File: src/rtl/semi_nav_pkg.sv
// Shared types and constants for the semi-automatic navigation controller.
package semi_nav_pkg;

    typedef enum logic [2:0] {
        WAITING,
        TRIGGER,
        TURNING,
        SETTLE,
        MOVING,
        FAULT
    } state_t;

    typedef enum logic [1:0] {
        L,
        R,
        B
    } dir_t;

    localparam int DET_FRONT = 3;
    localparam int DET_BACK  = 2;
    localparam int DET_LEFT  = 1;
    localparam int DET_RIGHT = 0;

    localparam logic [3:0] JUNC_L   = 4'b1001;
    localparam logic [3:0] JUNC_R   = 4'b1010;
    localparam logic [3:0] DEAD_END = 4'b1011;

    function automatic int max3(input int a, input int b, input int c);
        int m;
        m = (a > b) ? a : b;
        return (m > c) ? m : c;
    endfunction

endpackage

File: src/rtl/det_debounce.sv
// Obstacle-detector debouncer: the filtered value follows the raw input only
// after STABLE_CYCLES consecutive identical samples that differ from it.
module det_debounce #(
    parameter int STABLE_CYCLES = 4,
    parameter int CNT_W         = $clog2(STABLE_CYCLES + 1)
) (
    input  logic       clk,
    input  logic       rst_n,
    input  logic [3:0] raw,
    output logic [3:0] det_s
);

    logic [3:0]       last;
    logic [CNT_W-1:0] cnt;
    logic [CNT_W-1:0] run;

    // Length of the current run of identical samples, including this one.
    always_comb begin
        run = CNT_W'(1);
        if (raw == last && cnt != '0) begin
            run = (cnt == '1) ? cnt : cnt + 1'b1;
        end
    end

    always_ff @(posedge clk) begin
        if (!rst_n) begin
            det_s <= 4'b1111;
            last  <= 4'b1111;
            cnt   <= '0;
        end else begin
            last <= raw;
            if (raw == det_s) begin
                cnt <= '0;
            end else if (run >= CNT_W'(STABLE_CYCLES)) begin
                det_s <= raw;
                cnt   <= '0;
            end else begin
                cnt <= run;
            end
        end
    end

endmodule

File: src/rtl/semi_auto_nav.sv
// Semi-automatic navigation controller: manual one-shot commands, timed turn
// triggers, corridor following. Build macro SEMI_AUTO_BACK_EN: automatic U-turn at dead ends.
module semi_auto_nav #(
    parameter int         TRIG_CYCLES   = 5,
    parameter int         STABLE_CYCLES = 4,
    parameter int         TURN_TIMEOUT  = 1000,
    parameter logic [3:0] CORRIDOR      = 4'b0011
) (
    input  logic       clk,
    input  logic       rst_n,
    input  logic       enable,
    input  logic       is_turning,
    input  logic       move_forward,
    input  logic       move_left,
    input  logic       move_right,
    input  logic       move_backward,
    input  logic [3:0] detector,
    output logic       out_move_forward,
    output logic       trigger_turn_left,
    output logic       trigger_turn_right,
    output logic       trigger_turn_back,
    output logic       fault
);
    import semi_nav_pkg::*;

    localparam int CNT_W = $clog2(max3(TRIG_CYCLES, TURN_TIMEOUT, STABLE_CYCLES) + 1);
    localparam logic [CNT_W-1:0] TRIG_LAST = CNT_W'(TRIG_CYCLES - 1);
    localparam logic [CNT_W-1:0] TIMEOUT_C = CNT_W'(TURN_TIMEOUT);

    state_t           state, next_state;
    dir_t             dir, next_dir;
    logic [CNT_W-1:0] cnt, next_cnt, cnt_inc;
    logic [3:0]       det_s;
    logic             one_cmd;

    det_debounce #(
        .STABLE_CYCLES(STABLE_CYCLES),
        .CNT_W        (CNT_W)
    ) u_debounce (
        .clk  (clk),
        .rst_n(rst_n),
        .raw  (detector),
        .det_s(det_s)
    );

    always_comb begin
        next_state = state;
        next_dir   = dir;
        next_cnt   = '0;
        cnt_inc    = (cnt == '1) ? cnt : cnt + 1'b1;
        one_cmd    = $onehot({move_forward, move_left, move_right, move_backward});

        case (state)
            WAITING: begin
                if (one_cmd) begin
                    if (move_forward && !det_s[DET_FRONT]) begin
                        next_state = SETTLE;
                    end else if (move_left && !det_s[DET_LEFT]) begin
                        next_state = TRIGGER;
                        next_dir   = L;
                    end else if (move_right && !det_s[DET_RIGHT]) begin
                        next_state = TRIGGER;
                        next_dir   = R;
                    end else if (move_backward) begin
                        next_state = TRIGGER;
                        next_dir   = B;
                    end
                end
            end
            TRIGGER: begin
                if (cnt >= TRIG_LAST) next_state = TURNING;
                else                  next_cnt   = cnt_inc;
            end
            TURNING: begin
                // Timeout wins a tie with the turn engine going idle.
                if (cnt >= TIMEOUT_C)               next_state = FAULT;
                else if (!is_turning && cnt != '0)  next_state = SETTLE;
                else                                next_cnt   = cnt_inc;
            end
            SETTLE: begin
                if (det_s == CORRIDOR) next_state = MOVING;
            end
            MOVING: begin
                if (det_s != CORRIDOR) begin
                    if (det_s == JUNC_L) begin
                        next_state = TRIGGER;
                        next_dir   = L;
                    end else if (det_s == JUNC_R) begin
                        next_state = TRIGGER;
                        next_dir   = R;
                    end
`ifdef SEMI_AUTO_BACK_EN
                    else if (det_s == DEAD_END) begin
                        next_state = TRIGGER;
                        next_dir   = B;
                    end
`endif
                    else begin
                        next_state = WAITING;
                    end
                end
            end
            FAULT:   next_state = FAULT;
            default: next_state = WAITING;
        endcase

        if (!enable) begin
            next_state = WAITING;
            next_cnt   = '0;
        end
    end

    always_ff @(posedge clk) begin
        if (!rst_n) begin
            state              <= WAITING;
            dir                <= L;
            cnt                <= '0;
            out_move_forward   <= 1'b0;
            trigger_turn_left  <= 1'b0;
            trigger_turn_right <= 1'b0;
            trigger_turn_back  <= 1'b0;
            fault              <= 1'b0;
        end else begin
            state              <= next_state;
            dir                <= next_dir;
            cnt                <= next_cnt;
            out_move_forward   <= (next_state == SETTLE) || (next_state == MOVING);
            trigger_turn_left  <= (next_state == TRIGGER) && (next_dir == L);
            trigger_turn_right <= (next_state == TRIGGER) && (next_dir == R);
            trigger_turn_back  <= (next_state == TRIGGER) && (next_dir == B);
            fault              <= (next_state == FAULT);
        end
    end

endmodule
File: config.mk
export PLATFORM = sky130hd
export DESIGN_NAME = semi_auto_nav
export DESIGN_NICKNAME = d
export VERILOG_FILES = /design/src/rtl/semi_nav_pkg.sv /design/src/rtl/det_debounce.sv /design/src/rtl/semi_auto_nav.sv
export SDC_FILE = /design/constraint.sdc
export NUM_CORES = 1
export LEC_CHECK = 0
export ABC_AREA = 1
export CORE_MARGIN = 3
export CORE_UTILIZATION = 55
export DETAILED_ROUTE_END_ITERATION = 10
export PLACE_DENSITY_LB_ADDON = 0.2
export SETUP_SLACK_MARGIN = 0.5
export SYNTH_ARGS = -nofsm -noshare
export SYNTH_HDL_FRONTEND = slang
export SYNTH_HIERARCHICAL = 1
export SYNTH_SLANG_ARGS = --single-unit
File: constraint.sdc
create_clock -name clk -period 2.75 [get_ports clk]
set_input_delay 0.55 -clock clk [delete_from_list [all_inputs] [get_ports clk]]
set_output_delay 0.55 -clock clk [all_outputs]
set_load 0.01 [all_outputs]
==> results.yml <==
critical_path:
  worst-setup-path-type: "in2reg"
  crit_top_cell: "inv_2"
  slowest_stage: "fa_1"
  cp_top_family: "adder cells"
  cpPeakStageDelay_ns: 0.54
  crit_arrival_ns: 2.51
  worst-path-buf-inv: 5
  path_max_fanout: 5
  crit_chain: "buf_8 > inv_8 > fa_1 > inv_2 > ha_4 > ha_4 > inv_2 > nand3_4 > inv_2 > nand3_2 > nand3_2 > nand2_1 > nor2_4 > nand4_1 > nor2_1"
  worstPathRequired_ns: 2.98
  cp-start-kind: "input port"
  end_kind: "flip-flop"
die:
  rows: 23
  start_util_pct: 58.5
  dieWidth_um: 72.0
  core_um2: 4090
  die_y_um: 72.0
  die-area_um2: 5180
  io_pins: 17
clock_network:
  cts_tree: "yes"
  root_buffer: "clkbuf_8"
  cts.sinks: 38
  clkTransAtPathRegs_ns: 0.07
  cts_max_level: 2
  cts_buffers: 5
  clkLatencyLatePin_ns: 0.29
  clockBufferDepth: 2
  cts_hold_buffers: 0
routing:
  drt_iter0_drc: 78
  wire_per_inst_um: 10.6
  route.detailed.drc: 0
  routed_via_density: 4.97
  vias: 2286
  routed_wl_um: 4900
  detail-route-antenna-nets: 0
  firstDrtPassIters: 4
cells_and_area:
  area_growth_syn_to_layout_pct: 18.3
  antenna_cells: 0
  drive_gt1_share_pct: 13.7
  nets: 429
  post-route-util_pct: 69.2
sta:
  setup-violations-final: 0
  fin_crit_ns: 2.28
  period_share_pct: 82.9
  rsz0062_at_grt: "yes"
  setup_ws_ns: 0.471
  maxSlewViolCount: 0
  fin_tns_setup_ns: 0
  hold_viol: 0
  holdWs_ns: 0.534
  fmax_ghz: 0.439
  finClkSkew_ns: 0.00676
yosys:
  synth_ff_type: "dfxtp_1"
  synth_edf_count: 0
  synth_cell_types: 31
  syn_avg_cell_area_um2: 6.36
  yosys_warnings: 6
  synth-seq-cells: 38
  synth_cells: 376
  synth_area_um2: 2390
  ys_seq_area_share_pct: 31.8
  synthArstFlopShare_pct: 0
power:
  internal_power_uw: 889
  vdd_drop_max_v: 0.000285
  p_per_area_nw_per_um2: 459
  p_seq_share_pct: 47.9
  p_leak_uw: 0.00138
  p_switching_uw: 410
  p_clk_share_pct: 27.5
  total_power_uw: 1300
  p_comb_share_pct: 24.6
  swShare_pct: 31.5
place:
  place_congestion: 0.823
  portBuffers: 16
  pre_cts_ws_ns: -0.317
  hpwl_um: 3750
global_routing:
  antenna_found_initial: 0
  grt_max_degree: 16
  grt_pass1_wl_um: 9040
  overflow: 0
  grt_usage_pct: 21.4
  grt_pass1_vias: 2229
status:
  status: "completed"
flow_run:
  max-cap-violations: 0
hold_path:
  hold_class: "reg2reg"
## logic make-up after synthesis
group / share of synthesized area, %
AND/OR/NAND/NOR: 44.1
buffers and inverters: 10.4
flip-flops: 31.8
other: 0.157
AO/OA/AOI/OAI: 5.91
XOR/XNOR: 3.66
adder cells (fa/ha/maj): 3.97
## worst paths after layout
path | start | to | slack [ns] | depth (start not counted)
worst min-delay path | u_debounce/det_s[1] | u_debounce/det_s[1] | 0.53 | 2
worst max-delay path | move_forward | trigger_turn_back | 0.47 | 15
worst max register to register | u_debounce/cnt[0] | u_debounce/det_s[3] | 0.85 | 12
worst min register to register | u_debounce/det_s[1] | u_debounce/det_s[1] | 0.53 | 2
## routing by layer
layer	up-vias	share of wire (%)	global-route usage, %
met4	0	0.73	6.68
met1	1023	46	25.2
met3	4	3.5	5.40
met5	-	0	0
li1	1229	-	-
met2	30	50	38.2
## sequential cells by signal (all words and copies together), names as in the netlist
signal              count
trigger_turn_right      1
u_debounce/last         4
trigger_turn_back       1
state                   3
u_debounce/det_s        4
trigger_turn_left       1
fault                   1
dir                     2
cnt                    10
out_move_forward        1
u_debounce/cnt         10
## worst reg2reg max path: cells and delay by family, from the launching register on
| family | cells | cell delay [ns] |
|---|---|---|
| AND/OR/NAND/NOR | 11 | 1.16 |
| flip-flops | 1 | 0.39 |
| adder cells (fa/ha/maj) | 1 | 0.23 |
## cells in the final DEF (no fill, tap or decap), types with 2 or more instances in the layout
master / instances
nor3_4: 2
clkbuf_8: 5
ha_4: 2
inv_2: 13
conb_1: 8
buf_4: 6
nand3_1: 35
a21oi_1: 7
nor2_2: 3
o21ai_0: 9
inv_1: 48
nand3_2: 5
nand2_4: 2
nand2_1: 102
nor3_1: 5
clkbuf_1: 2
o21ai_1: 5
xnor2_1: 6
xor2_1: 4
dfxtp_1: 38
nor3_2: 2
clkdlybuf4s50_1: 13
nand3b_1: 3
nor2_1: 54
nand4_1: 6
nand2_2: 4
nor2_4: 5
ha_1: 4
nor3b_1: 2
## final cells by class
type | count | area, um2
multi-input combinational | 281 | 1480
fill | 369 | 1260
sequential | 38 | 761
inverter | 62 | 240
timing repair buffer | 22 | 206
clock buffer | 7 | 76.3
tap | 50 | 62.6
## synth_stat cells (2+ instances only)
cell / number / area, um2
nor3_1: 5 / 25.0
nor2_2: 4 / 25.0
nor3_4: 2 / 32.5
nand2_1: 102 / 383
dfxtp_1: 38 / 761
o21ai_0: 9 / 45.0
nor3b_1: 2 / 15.0
inv_1: 54 / 203
nor2_1: 56 / 210
nand2_2: 4 / 25.0
nor2_4: 2 / 22.5
nand3b_1: 3 / 22.5
nand3_2: 2 / 20.0
o21ai_1: 5 / 25.0
xor2_1: 4 / 35.0
nand2_4: 2 / 22.5
ha_1: 6 / 75.1
nand3_1: 39 / 195
inv_2: 8 / 30.0
xnor2_1: 6 / 52.6
a21oi_1: 7 / 35.0
nor3_2: 2 / 20.0
nand4_1: 6 / 37.5
## metrics by stage
| stage | instances | cell area [um2] |
|---|---|---|
| floorplan | 383 | 2460 |
| global placement | 451 | 2700 |
| detailed placement | 451 | 2700 |
| CTS | 459 | 2810 |
| global route | 460 | 2830 |
| finish | 460 | 2830 |
## power groups by stage
stage               combinational, uW  clock, uW  sequential [uW]
finish                            320        357              622
global route                      366        389              628
CTS                               314        373              621
detailed placement                300          0              634
global placement                  290          0              633
floorplan                         224          0              627
## what timing repair did
| action | in CTS | in global routing |
|---|---|---|
| pin swaps | 8 | 5 |
| setup endpoints to repair | 9 | 11 |
| buffers inserted | 1 | 1 |
| resized for setup | 23 | 3 |
Note: power is estimated with default switching activity, not from simulation.
